**config.mk**
```make
export PLATFORM = sky130hd
export DESIGN_NAME = freq_sel_glitchfree
export DESIGN_NICKNAME = d
export VERILOG_FILES = /design/src/rtl/freq_sel_pkg.sv /design/src/rtl/freq_div_counter.sv /design/src/rtl/freq_sel_glitchfree.sv
export SDC_FILE = /design/constraint.sdc
export NUM_CORES = 1
export LEC_CHECK = 0
export ABC_CLOCK_PERIOD_IN_PS = 2100
export CORE_MARGIN = 2
export CORE_UTILIZATION = 50
export CTS_BUF_LIST = sky130_fd_sc_hd__clkbuf_8
export DETAILED_ROUTE_END_ITERATION = 10
export PLACE_DENSITY_LB_ADDON = 0.08
export SLEW_MARGIN = 15
export SYNTH_ARGS = -nofsm -noshare
export SYNTH_HDL_FRONTEND = slang
export SYNTH_SLANG_ARGS = --single-unit
export TNS_END_PERCENT = 30
```
**constraint.sdc**
```tcl
create_clock -name Clk -period 2.1 [get_ports Clk]
set_input_delay 0.42 -clock Clk [delete_from_list [all_inputs] [get_ports Clk]]
set_output_delay 0.42 -clock Clk [all_outputs]
set_load 0.1 [all_outputs]
```
**src/rtl/freq_sel_pkg.sv**
```systemverilog
// freq_sel_pkg: shared FSM encoding, default sizes and clog2 helper for freq_sel_glitchfree.
package freq_sel_pkg;

    typedef enum logic {
        ST_IDLE    = 1'b0,
        ST_PENDING = 1'b1
    } state_t;

    localparam int DIV_W_DEF    = 15;
    localparam int N_TAPS_DEF   = 8;
    localparam int TAP_BASE_DEF = 7;

    function automatic int clog2(input int v);
        int r;
        r = 0;
        while ((1 << r) < v) r++;
        return r;
    endfunction

endpackage

```
**src/rtl/freq_div_counter.sv**
```systemverilog
// freq_div_counter: DIV_W-bit enabled free-running prescaler, wraps modulo 2**DIV_W.
module freq_div_counter
    import freq_sel_pkg::*;
#(
    parameter int DIV_W = DIV_W_DEF
) (
    input  logic             Clk,
    input  logic             Reset,
    input  logic             En,
    output logic [DIV_W-1:0] cnt
);

    always_ff @(posedge Clk or posedge Reset) begin
        if (Reset)
            cnt <= '0;
        else if (En)
            cnt <= cnt + DIV_W'(1);
    end

endmodule

```
**src/rtl/freq_sel_glitchfree.sv**
```systemverilog
// freq_sel_glitchfree: stepped tap selector on a prescaler with tap changes deferred to a common low point.
// Define SEL_WRAP_EN to wrap the selection at both ends instead of saturating.
module freq_sel_glitchfree
    import freq_sel_pkg::*;
#(
    parameter int DIV_W    = DIV_W_DEF,
    parameter int N_TAPS   = N_TAPS_DEF,
    parameter int TAP_BASE = TAP_BASE_DEF,
    parameter int SEL_INIT = 0,
    parameter int SEL_W    = clog2(N_TAPS)
) (
    input  logic             Clk,
    input  logic             Reset,
    input  logic             En,
    input  logic             Up,
    input  logic             Down,
    output logic             Fsw,
    output logic             Tick,
    output logic [SEL_W-1:0] Sel_out,
    output logic             Busy
);

    localparam logic [SEL_W-1:0] SEL_MAX = SEL_W'(N_TAPS - 1);
    localparam logic [SEL_W-1:0] SEL_RST = SEL_W'(SEL_INIT);

    logic [DIV_W-1:0]  cnt;
    logic [N_TAPS-1:0] taps;
    logic              cnt_unused;
    state_t            state, state_nx;
    logic [SEL_W-1:0]  sel_cur, sel_pend, sel_cur_nx, sel_pend_nx, sel_step;
    logic              fsw, tick, tap_cur, tap_pend;
    logic              up_req, dn_req, at_top, at_bot, step_ok, switch_ok;

    freq_div_counter #(.DIV_W(DIV_W)) u_cnt (
        .Clk   (Clk),
        .Reset (Reset),
        .En    (En),
        .cnt   (cnt)
    );

    // Sel 0 maps to the highest (slowest) counter bit.
    for (genvar k = 0; k < N_TAPS; k++) begin : g_tap
        assign taps[k] = cnt[TAP_BASE + N_TAPS - 1 - k];
    end

    assign cnt_unused = ^cnt;

    always_comb begin
        tap_cur  = taps[sel_cur];
        tap_pend = taps[sel_pend];
        up_req   = Up & ~Down;
        dn_req   = Down & ~Up;
        at_top   = sel_cur == SEL_MAX;
        at_bot   = sel_cur == '0;
`ifdef SEL_WRAP_EN
        step_ok  = up_req | dn_req;
        sel_step = up_req ? (at_top ? '0 : sel_cur + 1'b1) : (at_bot ? SEL_MAX : sel_cur - 1'b1);
`else
        step_ok  = (up_req & ~at_top) | (dn_req & ~at_bot);
        sel_step = up_req ? sel_cur + 1'b1 : sel_cur - 1'b1;
`endif
        // Both taps low and output already low: the new tap can only start a full high phase.
        switch_ok   = (state == ST_PENDING) & ~fsw & ~tap_cur & ~tap_pend;
        state_nx    = state;
        sel_cur_nx  = sel_cur;
        sel_pend_nx = sel_pend;
        if (state == ST_IDLE && step_ok) begin
            state_nx    = ST_PENDING;
            sel_pend_nx = sel_step;
        end else if (switch_ok) begin
            state_nx   = ST_IDLE;
            sel_cur_nx = sel_pend;
        end
    end

    always_ff @(posedge Clk or posedge Reset) begin
        if (Reset) begin
            state    <= ST_IDLE;
            sel_cur  <= SEL_RST;
            sel_pend <= SEL_RST;
            fsw      <= 1'b0;
            tick     <= 1'b0;
        end else begin
            state    <= state_nx;
            sel_cur  <= sel_cur_nx;
            sel_pend <= sel_pend_nx;
            fsw      <= tap_cur;
            tick     <= ~fsw & tap_cur;
        end
    end

    assign Fsw     = fsw;
    assign Tick    = tick;
    assign Sel_out = sel_cur;
    assign Busy    = state == ST_PENDING;

endmodule

```
# Word-level counts from Yosys, hierarchy flattened
# Index checks and enable logic that the tools add are counted.
[totals] register_bits=24 inputBits=5 out_inout_bits=6 word_cells=41
[op_classes] addsub=3 n_lt_le_gt_ge=2 n_eq_ne=1 n_mux=7 n_bitwise=18 n_reduce_logical=4
[op_table] op="$add 15x1->15 const B" count=1
[op_table] op="$not 1->1" count=9
[op_table] op="$and 1x1->1" count=8
[op_table] op="$lt 3x4->1 const B" count=2
[op_table] op="$bmux 1 s3" count=2
[op_table] op="$mux 1" count=4
[op_table] op="$add 3x1->3 const B" count=1
[op_table] op="$eq 3x3->1 const B" count=1
[op_table] op="$logic_not 3->1" count=1
[op_table] op="$mux 3" count=1
[op_table] op="$sub 3x1->3 const B" count=1
[op_table] op="$reduce_and 2->1" count=1
[op_table] op="$reduce_bool 2->1" count=1
[op_table] op="$logic_and 1x1->1" count=1
[op_table] op="$or 1x1->1" count=1

# Logic depth before layout (Yosys ltp)
[logic_depth] word_depth=7 ltp_mapped=5 mapped_depth_nobuf=5

# Cells and area by module
# Synthesis repeated with hierarchy kept, for this count alone.
[hier_totals] cells_unflattened=94 area_unflattened_um2=1246.2
[modules_own_cells] mod="freq_div_counter" instances=1 cells_per_inst=57 area_per_inst_um2=676.9 seq_area_each_um2=375.4
[modules_own_cells] mod="freq_sel_glitchfree" instances=1 cells_per_inst=37 area_per_inst_um2=569.3 seq_area_each_um2=225.2

# Worst setup path after synthesis
# Ideal clock, no wire load.
[synth_path] path_kind="register -> register" start="reg sel_cur[1] (netlist: Sel_out[1])" end="reg sel_cur[0] (netlist: Sel_out[0])" setup_ns=0.126 arrival_ns=2.397 required_ns=1.974 slack_ns=-0.423 path_stages_with_launch=5 path_buffers=0 period_less_slack_ns=2.523 cell_sequence="dfrtp_1 > mux4_1 > mux2i_4 > nand4b_4 > mux2_4"
[synth_via] elab_chain_cells=7 elab_cells_between_ends=15 classes_between="1 x eq/ne; 2 x mux; 9 x bitwise; 3 x reduce/logical"
[synth_rtl] item="start, declared" line_no="freq_sel_glitchfree.sv:30" text="logic [SEL_W-1:0] sel_cur, sel_pend, sel_cur_nx, sel_pend_nx, sel_step;"
[synth_rtl] item="start signal, assigned" line_no="freq_sel_glitchfree.sv:85" text="sel_cur <= sel_cur_nx;"
[synth_rtl] item="parallel branches: the longest is 6 deep, another holds $bmux 1 s3"
[synth_rtl] item="$reduce_and 2->1 (no line) *"
# Every way passes the cells marked *. The select of a mux whose other input is x is not followed.
# A chain may end at the register's enable or synchronous reset.

# Worst setup path in the final report
[layout_path] start="reg sel_cur[1] (netlist: Sel_out[1])" end="reg sel_cur[2] (netlist: Sel_out[2])"
# The elaborated chain is that of the path after synthesis.

==> flow_metrics.py <==
metrics = {
    "yosys": {
        "ys_ff_latch": 24,
        "synthTopCellsByArea": "dfrtp_1 (50%), xnor2_1 (8.8%), mux4_1 (4.4%)",
        "syn-num-nets": 97,
        "synth_ff_type": "dfrtp_1",
        "yosys.area.top_type_share_pct": 50.16,
        "syn_inst": 90,
        "synth_edf_count": 0,
        "async_reset_ff_share_pct": 100.0,
        "syn-cell-area_um2": 1197,
        "yosys-mux-area-fraction_pct": 18.50,
        "ys_warn_count": 0,
        "yosys.area_share.adder_pct": 2.717,
        "avgSynthCellArea_um2": 13.30,
        "synth_cell_type_count": 25,
        "synth_compound_area_share_pct": 3.030,
        "synth-xor-area-share_pct": 11.70,
        "synth_top_family_by_area": "multiplexers",
        "yosys.area.top_type": "dfrtp_1",
        "yosysSeqAreaShare_pct": 50.16,
        "synthSimpleGateAreaFrac_pct": 12.33,
    },
    "critical_path": {
        "path_class": "reg -> reg",
        "start_kind": "flop",
        "worst_setup_path_end_kind": "flop",
        "path_max_fanout": 7,
        "required_ps": 2250,
        "arrival_ps": 2050,
    },
    "routing": {
        "firstDrtPassIters": 4,
        "vias": 716,
        "drt_wl_total_mm": 1.843,
        "drtIter0Drc": 4,
        "drc": 0,
        "via_per_inst": 5.226,
        "ant_nets": 0,
        "wl_per_cell_um": 13.45,
    },
    "floorplanning": {
        "die_h_um": 52.94,
        "rows": 17,
        "boundaryPins": 11,
        "die_w_um": 52.94,
        "initial_core_util_pct": 53.61,
        "dieArea_um2": 2802,
        "core_region_area_um2": 2233,
    },
    "timing": {
        "finClkSkew_ps": 3.178,
        "fmax_mhz": 525.9,
        "fin_setup_tns_ps": 0,
        "fin_crit_ps": 1902,
        "setup_violations": 0,
        "tightest_slew_ps": 387.3,
        "slew_viol_final": 0,
        "rsz0062_at_grt": "false",
        "holdWs_ps": 482.9,
        "maxSlewHeadroom_pct": 74.18,
        "post-route-period-util_pct": 90.55,
        "hold_viol_final": 0,
    },
    "clock_network": {
        "clk_pin_slew_ps": 80,
        "cts_setup_buffers": 0,
        "clk_latency_ps": 260,
        "cts_buffer_depth": 2,
        "cts_max_level": 1,
        "cts_tree": "built",
        "tritoncts.num_buffers": 3,
        "cts.sinks": 24,
        "root_buffer": "clkbuf_8",
        "hold_buffers": 0,
        "ctsResizeCount": 0,
    },
    "pwr": {
        "sw_frac_of_total_pct": 41.88,
        "clkPwrFrac_pct": 17.4,
        "p_int_uw": 1315,
        "ir_drop_uv": 1033,
        "power.leakage_uw": 0.0006515,
        "powerDensity_nw_per_um2": 1566,
        "power.switching_uw": 947.2,
        "combPwrFrac_pct": 45.2,
        "power_frac_seq_pct": 37.4,
    },
    "global_routing": {
        "grt_overflow": 0,
        "grt_pass1_wl_mm": 3.167,
        "antenna_found_initial": 0,
        "grt_pass1_vias": 672,
        "grt_max_degree": 25,
        "grtUsageTotal_pct": 16.10,
    },
    "finish": {
        "final_util_pct": 64.65,
        "fillers": 175,
        "regArea_um2": 605.6,
        "final_cell_mix": "dfrtp_1 (22), xnor2_1 (12), buf_4 (10)",
        "syn_to_final_growth_pct": 20.58,
        "nets": 117,
        "mostFrequentLayoutCell": "dfrtp_1",
        "postLayoutCellArea_um2": 1444,
        "multiInputGateArea_um2": 578.1,
        "n_antenna_cell": 0,
        "drive_gt1_share_pct": 26.61,
        "fin_cells": 137,
    },
    "placed_design": {
        "placed_cells_incl_taps": 133,
        "portBuffers": 10,
        "place_area_um2": 1373,
        "globalplace.congestion": 0.7683,
        "dp_hpwl_mm": 1.375,
    },
    "job": {
        "drv_cap": 0,
    },
    "min_path": {
        "hold_path_class": "reg -> reg",
    },
    "status": {
        "status": "completed",
    },
}
==> per-stage QoR <==
stage / power [uW] / setup WS [ps]
global route: 2393 / 125.1
detailed placement: 1885 / 58.08
finish: 2262 / 198.4
floorplan: 1648 / 2.759
CTS: 2279 / 179.8
global placement: 1869 / 80.87
==> final cells by class <==
cell class | count | share of cell area (%)
Clock inverter | 1 | 2.080
Clock buffer | 3 | 2.860
Inverter | 5 | 1.300
Tap cell | 28 | 2.426
Timing Repair Buffer | 15 | 9.359
Multi-Input combinational cell | 61 | 40.03
Sequential cell | 24 | 41.94
==> registers in the layout (all words and copies together) (netlist names) <==
signal     flops
u_cnt.cnt     15
Sel_out        3
sel_pend       3
Busy           1
Fsw            1
Tick           1
==> kinds of logic (layout without fill, tap and decap cells) <==
| logic type | Yosys count | count (layout) |
|---|---|---|
| xor gates and xnor gates | 16 | 16 |
| AOI/OAI and AO/OA | 5 | 5 |
| buffers and inverters | 5 | 24 |
| muxes | 12 | 12 |
| adders and majority gates | 2 | 2 |
| DFF | 24 | 24 |
| and+or+nand+nor | 26 | 26 |
==> metal layers <==
layer / GRT usage (%) / vias to the layer above / part of all wire (%)
li1: - / 355 / -
met1: 23.96 / 349 / 52
met2: 22.92 / 10 / 43
met3: 2.542 / 2 / 3.6
met4: 7.692 / 0 / 1.4
met5: 0 / - / 0
==> path summary, 6_finish.rpt <==
check                            from           end  slack [ps]  cells after the start
min in group asynchronous       Reset  u_cnt.cnt[2]         500                      3
min                               Fsw          Tick         480                      1
max reg2reg                Sel_out[1]    Sel_out[2]         200                      4
max                        Sel_out[1]    Sel_out[2]         200                      4
max in group asynchronous       Reset    Sel_out[1]        1340                      3
min reg2reg                       Fsw          Tick         480                      1
==> worst max-delay path: stages, from the launching register on <==
cell	delay, ps
dfrtp_4	470
mux4_1	610
mux2i_4	220
nand4b_4	160
mux2_4	320
==> cell usage after synthesis (all sizes together), types with 2 or more instances <==
master,instances
and3,2
dfrtp,24
inv,5
mux2,6
mux2i,2
mux4,4
nand2,5
nand3,4
nand4,4
nor2,6
o31ai,2
xnor2,12
xor2,4
==> power groups by stage <==
| stage | logic [uW] | registers [uW] | clock network [uW] |
|---|---|---|---|
| 5_1_grt | 1090 | 881 | 423 |
| 2_1_floorplan | 464 | 1180 | 0 |
| 3_3_place_gp | 1020 | 852 | 0 |
| 4_1_cts | 1030 | 847 | 402 |
| 3_5_place_dp | 1030 | 854 | 0 |
| 6_report | 1020 | 846 | 394 |
Power figures use the tool's default switching activity.
